<file path="config.mk">
export PLATFORM = sky130hd
export DESIGN_NAME = gpio_apb
export DESIGN_NICKNAME = d
export VERILOG_FILES = /design/src/rtl/gpio_apb_pkg.sv /design/src/rtl/gpio_sync.sv /design/src/rtl/gpio_apb.sv
export SDC_FILE = /design/constraint.sdc
export NUM_CORES = 1
export LEC_CHECK = 0
export CORE_UTILIZATION = 40
export CTS_CLUSTER_SIZE = 20
export DETAILED_ROUTE_END_ITERATION = 10
export DONT_BUFFER_PORTS = 1
export GPL_TIMING_DRIVEN = 1
export PLACE_DENSITY = 0.61
export SETUP_SLACK_MARGIN = 0.3
export SKIP_LAST_GASP = 1
export SYNTH_ARGS = -nofsm -noshare
export SYNTH_HDL_FRONTEND = slang
export SYNTH_SLANG_ARGS = --single-unit
</file>
<file path="constraint.sdc">
create_clock -name PCLK -period 7.5 [get_ports PCLK]
set_input_delay 1.5 -clock PCLK [delete_from_list [all_inputs] [get_ports PCLK]]
set_output_delay 1.5 -clock PCLK [all_outputs]
set_load 0.01 [all_outputs]
</file>
<file path="src/rtl/gpio_apb_pkg.sv">
// gpio_apb_pkg
//   Shared definitions for the APB GPIO peripheral: the register byte
//   offsets decoded on PADDR, and a helper that applies a masked
//   half-word update to the output register.
//   No ports; imported by gpio_apb.
package gpio_apb_pkg;

  localparam int ADDR_W = 6;
  localparam int DATA_W = 32;

  localparam logic [ADDR_W-1:0] ADDR_IN     = 6'h00;
  localparam logic [ADDR_W-1:0] ADDR_OUT    = 6'h04;
  localparam logic [ADDR_W-1:0] ADDR_MLOW   = 6'h08;
  localparam logic [ADDR_W-1:0] ADDR_MHIGH  = 6'h0C;
  localparam logic [ADDR_W-1:0] ADDR_DIR    = 6'h10;
  localparam logic [ADDR_W-1:0] ADDR_IE     = 6'h14;
  localparam logic [ADDR_W-1:0] ADDR_EDGE   = 6'h18;
  localparam logic [ADDR_W-1:0] ADDR_IFG    = 6'h1C;
  localparam logic [ADDR_W-1:0] ADDR_STRAPV = 6'h20;
  localparam logic [ADDR_W-1:0] ADDR_STRAPD = 6'h24;
  localparam logic [ADDR_W-1:0] ADDR_TH0    = 6'h2C;
  localparam logic [ADDR_W-1:0] ADDR_TH1    = 6'h30;
  localparam logic [ADDR_W-1:0] ADDR_TH2    = 6'h34;
  localparam logic [ADDR_W-1:0] ADDR_TH3    = 6'h38;

  // Masked half-word write: the upper half of the write data is a per-bit
  // enable, the lower half the new value. Bits with a zero mask keep their
  // old value.
  function automatic logic [15:0] mask_merge(input logic [15:0] old_val,
                                             input logic [31:0] wdata);
    return (old_val & ~wdata[31:16]) | (wdata[15:0] & wdata[31:16]);
  endfunction

endpackage

</file>
<file path="src/rtl/gpio_sync.sv">
// gpio_sync
//   Multi-stage register chain used to bring the asynchronous pad inputs
//   into the PCLK domain. Stages=2 gives a classic two-flop synchronizer,
//   Stages=1 a single capture register for inputs already synchronous.
// Ports:
//   PCLK     in   clock
//   PRESETn  in   asynchronous active-low reset, clears every stage
//   d        in   Width-bit raw input
//   q        out  Width-bit synchronized output (last stage)
module gpio_sync #(
  parameter int Stages = 2,
  parameter int Width  = 32
) (
  input  logic             PCLK,
  input  logic             PRESETn,
  input  logic [Width-1:0] d,
  output logic [Width-1:0] q
);

  logic [Width-1:0] stage_q [Stages];

  // Shift the input through the chain; stage 0 captures the raw value and
  // each later stage copies its predecessor.
  always_ff @(posedge PCLK or negedge PRESETn) begin
    if (!PRESETn) begin
      for (int i = 0; i < Stages; i++) begin
        stage_q[i] <= '0;
      end
    end else begin
      stage_q[0] <= d;
      for (int i = 1; i < Stages; i++) begin
        stage_q[i] <= stage_q[i-1];
      end
    end
  end

  assign q = stage_q[Stages-1];

endmodule

</file>
<file path="src/rtl/gpio_apb.sv">
// gpio_apb
//   32-bit GPIO peripheral behind an APB slave port. Holds the output and
//   direction registers driven to the pad ring, masked half-word output
//   updates, per-pin edge/level interrupts with write-one-to-clear flags,
//   a one-shot strap capture register and four scratch threshold registers.
// Ports:
//   PCLK, PRESETn          clock, asynchronous active-low reset
//   stall                  request one APB wait state
//   err                    error indication, mirrored on PSLVERR
//   PSEL, PENABLE, PWRITE  APB control
//   PADDR [5:0]            byte address
//   PWDATA [31:0]          write data
//   PRDATA [31:0]          combinational read data
//   PREADY, PSLVERR        APB response
//   gpio_in [31:0]         asynchronous pad inputs
//   strap_en               PCLK-synchronous strap capture strobe
//   gpio_out, gpio_dir     OUT / DIR registers (dir 1 = output)
//   irq                    OR of enabled pending flags
//   strap_sample_valid     STRAPV bit
//   strap_sample_data      STRAPD register
module gpio_apb
  import gpio_apb_pkg::*;
#(
  parameter bit AsyncOn = 1'b1
) (
  input  logic        PCLK,
  input  logic        PRESETn,
  input  logic        stall,
  input  logic        err,
  input  logic        PSEL,
  input  logic        PENABLE,
  input  logic        PWRITE,
  input  logic [5:0]  PADDR,
  input  logic [31:0] PWDATA,
  output logic [31:0] PRDATA,
  output logic        PREADY,
  output logic        PSLVERR,
  input  logic [31:0] gpio_in,
  input  logic        strap_en,
  output logic [31:0] gpio_out,
  output logic [31:0] gpio_dir,
  output logic        irq,
  output logic        strap_sample_valid,
  output logic [31:0] strap_sample_data
);

  localparam int SyncStages = AsyncOn ? 2 : 1;

  logic        waited;
  logic        wr_en;
  logic [31:0] sync_in;
  logic [31:0] sync_d;
  logic [31:0] out_reg;
  logic [31:0] dir_reg;
  logic [31:0] ie_reg;
  logic [31:0] edge_reg;
  logic [31:0] ifg_reg;
  logic [31:0] ifg_w1c;
  logic [31:0] ev;
  logic        strapv_reg;
  logic [31:0] strapd_reg;
  logic [31:0] th_reg [4];

  gpio_sync #(
    .Stages(SyncStages),
    .Width (32)
  ) u_sync (
    .PCLK   (PCLK),
    .PRESETn(PRESETn),
    .d      (gpio_in),
    .q      (sync_in)
  );

  // A stalled access phase sets the waited flag, which forces PREADY high
  // on the following cycle, so a stall costs at most one wait state.
  assign PREADY  = !stall || waited;
  assign PSLVERR = err;
  assign wr_en   = PSEL && PENABLE && PREADY && PWRITE && !err;

  // The flag drops once the transfer completes or the slave is deselected,
  // so the next transfer starts with a fresh stall decision.
  always_ff @(posedge PCLK or negedge PRESETn) begin
    if (!PRESETn) begin
      waited <= 1'b0;
    end else if (PSEL && PENABLE && !PREADY) begin
      waited <= 1'b1;
    end else if (!PSEL || (PENABLE && PREADY)) begin
      waited <= 1'b0;
    end
  end

  // Plain read/write configuration registers, including the masked
  // half-word update paths into OUT.
  always_ff @(posedge PCLK or negedge PRESETn) begin
    if (!PRESETn) begin
      out_reg  <= '0;
      dir_reg  <= '0;
      ie_reg   <= '0;
      edge_reg <= '0;
      for (int i = 0; i < 4; i++) begin
        th_reg[i] <= '0;
      end
    end else if (wr_en) begin
      case (PADDR)
        ADDR_OUT:   out_reg        <= PWDATA;
        ADDR_MLOW:  out_reg[15:0]  <= mask_merge(out_reg[15:0], PWDATA);
        ADDR_MHIGH: out_reg[31:16] <= mask_merge(out_reg[31:16], PWDATA);
        ADDR_DIR:   dir_reg        <= PWDATA;
        ADDR_IE:    ie_reg         <= PWDATA;
        ADDR_EDGE:  edge_reg       <= PWDATA;
        ADDR_TH0:   th_reg[0]      <= PWDATA;
        ADDR_TH1:   th_reg[1]      <= PWDATA;
        ADDR_TH2:   th_reg[2]      <= PWDATA;
        ADDR_TH3:   th_reg[3]      <= PWDATA;
        default:    ;
      endcase
    end
  end

  // Per-pin event: a rising edge of the synchronized input in edge mode,
  // otherwise the synchronized level itself.
  assign ev      = (edge_reg & sync_in & ~sync_d) | (~edge_reg & sync_in);
  assign ifg_w1c = (wr_en && (PADDR == ADDR_IFG)) ? PWDATA : '0;

  // Interrupt flags: the set term is ORed in after the clear so a new event
  // in the same cycle as a W1C keeps the flag pending.
  always_ff @(posedge PCLK or negedge PRESETn) begin
    if (!PRESETn) begin
      sync_d  <= '0;
      ifg_reg <= '0;
    end else begin
      sync_d  <= sync_in;
      ifg_reg <= (ifg_reg & ~ifg_w1c) | (ev & ie_reg);
    end
  end

  // Strap capture samples the raw pads, since straps are static while the
  // strobe is asserted. A capture takes priority over a simultaneous clear.
  always_ff @(posedge PCLK or negedge PRESETn) begin
    if (!PRESETn) begin
      strapv_reg <= 1'b0;
      strapd_reg <= '0;
    end else if (strap_en) begin
      strapv_reg <= 1'b1;
      strapd_reg <= gpio_in;
    end else if (wr_en && (PADDR == ADDR_STRAPV) && PWDATA[0]) begin
      strapv_reg <= 1'b0;
    end
  end

  // Read mux; write-only and unmapped offsets return zero.
  always_comb begin
    PRDATA = '0;
    case (PADDR)
      ADDR_IN:     PRDATA = sync_in;
      ADDR_OUT:    PRDATA = out_reg;
      ADDR_DIR:    PRDATA = dir_reg;
      ADDR_IE:     PRDATA = ie_reg;
      ADDR_EDGE:   PRDATA = edge_reg;
      ADDR_IFG:    PRDATA = ifg_reg;
      ADDR_STRAPV: PRDATA = {31'b0, strapv_reg};
      ADDR_STRAPD: PRDATA = strapd_reg;
      ADDR_TH0:    PRDATA = th_reg[0];
      ADDR_TH1:    PRDATA = th_reg[1];
      ADDR_TH2:    PRDATA = th_reg[2];
      ADDR_TH3:    PRDATA = th_reg[3];
      default:     PRDATA = '0;
    endcase
  end

  assign gpio_out           = out_reg;
  assign gpio_dir           = dir_reg;
  assign irq                = |(ifg_reg & ie_reg);
  assign strap_sample_valid = strapv_reg;
  assign strap_sample_data  = strapd_reg;

endmodule

</file>
==> run_results.csv <==
group,metric,value,unit
outcome,outcome,"finished clean",
synth,ys_warn_count,0,
clock_network,cts.path.max_buffers,3,
final_layout,largest_reg_flops,128,
final_layout,regArea,0.0105,mm2
routing,ant_nets,0,
placed_design,numPortBuffers,0,
routing,vias,12355,
synth,synth.avg_cell_area,12.7,um2
synth,ys_ff_latch,418,
floorplanning,fp.dieH,215,um
clock_network,ctsHoldBuffers,0,
setup_path,crit_chain,"or4b_1 -> nor2_1 -> buf_4 -> a221oi_1 -> o211ai_1",
power_and_ir_drop,p_leak,0.00891,uW
final_layout,layout-drive-gt1-share,27.5,%
setup_path,crit_buf_inv,1,
setup_path,cpPeakStageDelay,0.94,ns
power_and_ir_drop,power.total,4890,uW
final_layout,fin_nets,1450,
sta,max_slew_margin,13.1,%
grt,grt_max_degree,419,
hold_path,hp-class,"reg2reg",
routing,drc,0,
grt,overflow,0,
sta,period_share,70.4,%
sta,clock.fmax,189,MHz
sta,final_hold_viol_count,0,
setup_path,cp_slowest_cell,"nor2_1",
placed_design,gp_congestion,0.863,
synth,ys_seq_area_share,57.7,%
sta,rsz0062_at_grt,"no",
clock_network,clk_pin_slew,0.05,ns
floorplanning,die_area,0.0462,mm2
sta,worstMarginPinSlew,1.30,ns
floorplanning,rows,77,
setup_path,crit_type,"in2out",
final_layout,area_growth,10.6,%
synth,synth_edf_count,0,
routing,drt_iter0_markers,1090,
grt,grt_pass1_wl,87500,um
clock_network,cts_tree,"yes",
clock_network,cts-resized-gates,0,
final_layout,multi_input_area,0.00719,mm2
synth,syn_area,0.0181,mm2
routing,drt-total-wl,59600,um
sta,skew,0.0119,ns
synth,yosysTopAreaCellShare,57.7,%
floorplanning,core-area,0.0444,mm2
setup_path,end_kind,"output pin",
grt,track_usage,25.9,%
synth,ys.flop_type,"dfrtp_1",
sta,setup_violations,0,
setup_path,start_kind,"input port",
synth,async_flop_share,100,%
floorplanning,io-pin-count,210,
synth,synthTopCellsByArea,"dfrtp_1 58%, mux2_2 16%, nand2_1 2.1%",
placed_design,hpwl,38000,um
clock_network,htree_levels,2,
setup_path,cp.arrival,3.78,ns
clock_network,post-cts-setup-buffers,0,
grt,antenna_found_initial,0,
final_layout,layout_commonest_cell,"dfrtp_1",
power_and_ir_drop,p_per_area,244,mW/mm2
routing,wire_per_inst,30.0,um
sta,timing.setup.tns,0,ns
synth,synth_nets,1507,
clock_network,clock_latency,0.57,ns
routing,vias_per_cell,6.21,
final_layout,diodes,0,
sta,slew_viol_final,0,
routing,firstDrtPassIters,5,
grt,grt_pass1_vias,12404,
clock_network,numCtsBuffers,45,
floorplanning,start_util,40.8,%
setup_path,cp.required,6.00,ns
final_layout,nFillCells,3979,
synth,synth_cell_type_count,53,
setup_path,cp_top_family,"simple AND/OR/NAND/NOR gates",
clock_network,cts_sinks,418,
final_layout,final_cell_mix,"418 x dfrtp_1, 265 x mux2_2, 99 x nand2_1",
clock_network,cts_root_buffer,"clkbuf_16",
setup_path,cp_max_fo,12,
floorplanning,die_w,215,um
sta,min_period,5.28,ns
power_and_ir_drop,peakVddDrop,158,uV
job,drv_cap,0,
synth,syn_inst,1429,
synth,synth_top_cell_by_area,"dfrtp_1",
==> report_power, final <==
group          internal, uW  leakage (uW)  switching [uW]
Combinational          91.0       0.00269            69.8
Sequential             2360       0.00550             130
Clock                  1340      0.000719             896
Total                  3800       0.00891            1100
==> kinds of logic (layout without fill, tap and decap cells) <==
group,Yosys count,count (layout),share of synthesized area (%)
compound gates,240,240,9.87
simple gates,329,329,10.2
flops,418,418,57.7
mux,312,312,19.2
buf+inv,130,97,3.07
==> final timing paths <==
kind | end | startpoint | depth (start not counted) | slack, ns
min reg2reg | u_sync.q[10]$_DFF_PN0_ | u_sync.stage_q[42]$_DFF_PN0_ | 0 | 0.34
min | u_sync.q[10]$_DFF_PN0_ | u_sync.stage_q[42]$_DFF_PN0_ | 0 | 0.34
max in group asynchronous | ie_reg[12]$_DFFE_PN0P_ | PRESETn | 0 | 6.16
max reg2reg | th_reg[10]$_DFFE_PN0P_ | waited$_DFFE_PN0P_ | 6 | 4.19
max | PRDATA[13] | PADDR[1] | 5 | 2.22
min in group asynchronous | strap_sample_data[2]$_DFFE_PN0P_ | PRESETn | 0 | 0.65
==> stage by stage <==
| step | worst slack, ns | util, % | hold slack [ns] | std cells | instance area, um2 |
|---|---|---|---|---|---|
| global placement | 2.12 | 41.8 | 0.335 | 1917 | 18600 |
| floorplan | 2.91 | - | 0.331 | 1429 | 18100 |
| finish | 2.22 | 45.1 | 0.344 | 1988 | 20000 |
| global route | 2.16 | 45.1 | 0.350 | 1988 | 20000 |
| detailed placement | 2.25 | 41.8 | 0.335 | 1917 | 18600 |
| CTS | 2.25 | 45.1 | 0.345 | 1988 | 20000 |
==> cell usage after synthesis, types with 3 or more instances <==
cell type  number
a22oi_1        38
buf_4           3
buf_2          33
o21ai_1        12
a32o_1         32
nor3_2          3
a222oi_1        7
or3b_2         10
mux2i_1        31
nand4_1        20
nand2b_1        3
o22ai_1         7
o2bb2ai_1       3
a221oi_1       16
nand3b_1       36
mux2_1         16
clkbuf_1       81
dfrtp_1       418
o21ai_0        29
a22o_1          6
mux2_2        265
nor3_1          7
a2111oi_0      16
nand2_1        99
buf_1          10
o211ai_1       12
nor2b_1         4
nor2_1         29
or4_1           3
a21oi_1        39
and3_1         32
o221ai_1       16
and2_1         10
nand3_1        51
a32oi_1         3
and4_1          6
==> area by class of cell <==
class,instances,area share [%]
sequential,418,52.2
multi-input combinational,881,35.9
clock buffer,62,6.54
tap,592,3.70
timing repair buffer,25,0.936
clock inverter,9,0.737
inverter,1,0.0187
==> per-layer routing <==
metal / wire [um] / global-route usage, % / vias up
met5: 0 / 0 / -
met3: 6010 / 8.69 / 129
li1: - / - / 5200
met2: 26600 / 38.8 / 552
met4: 2450 / 10.4 / 0
met1: 24600 / 34.4 / 6474
Power figures use the tool's default switching activity.
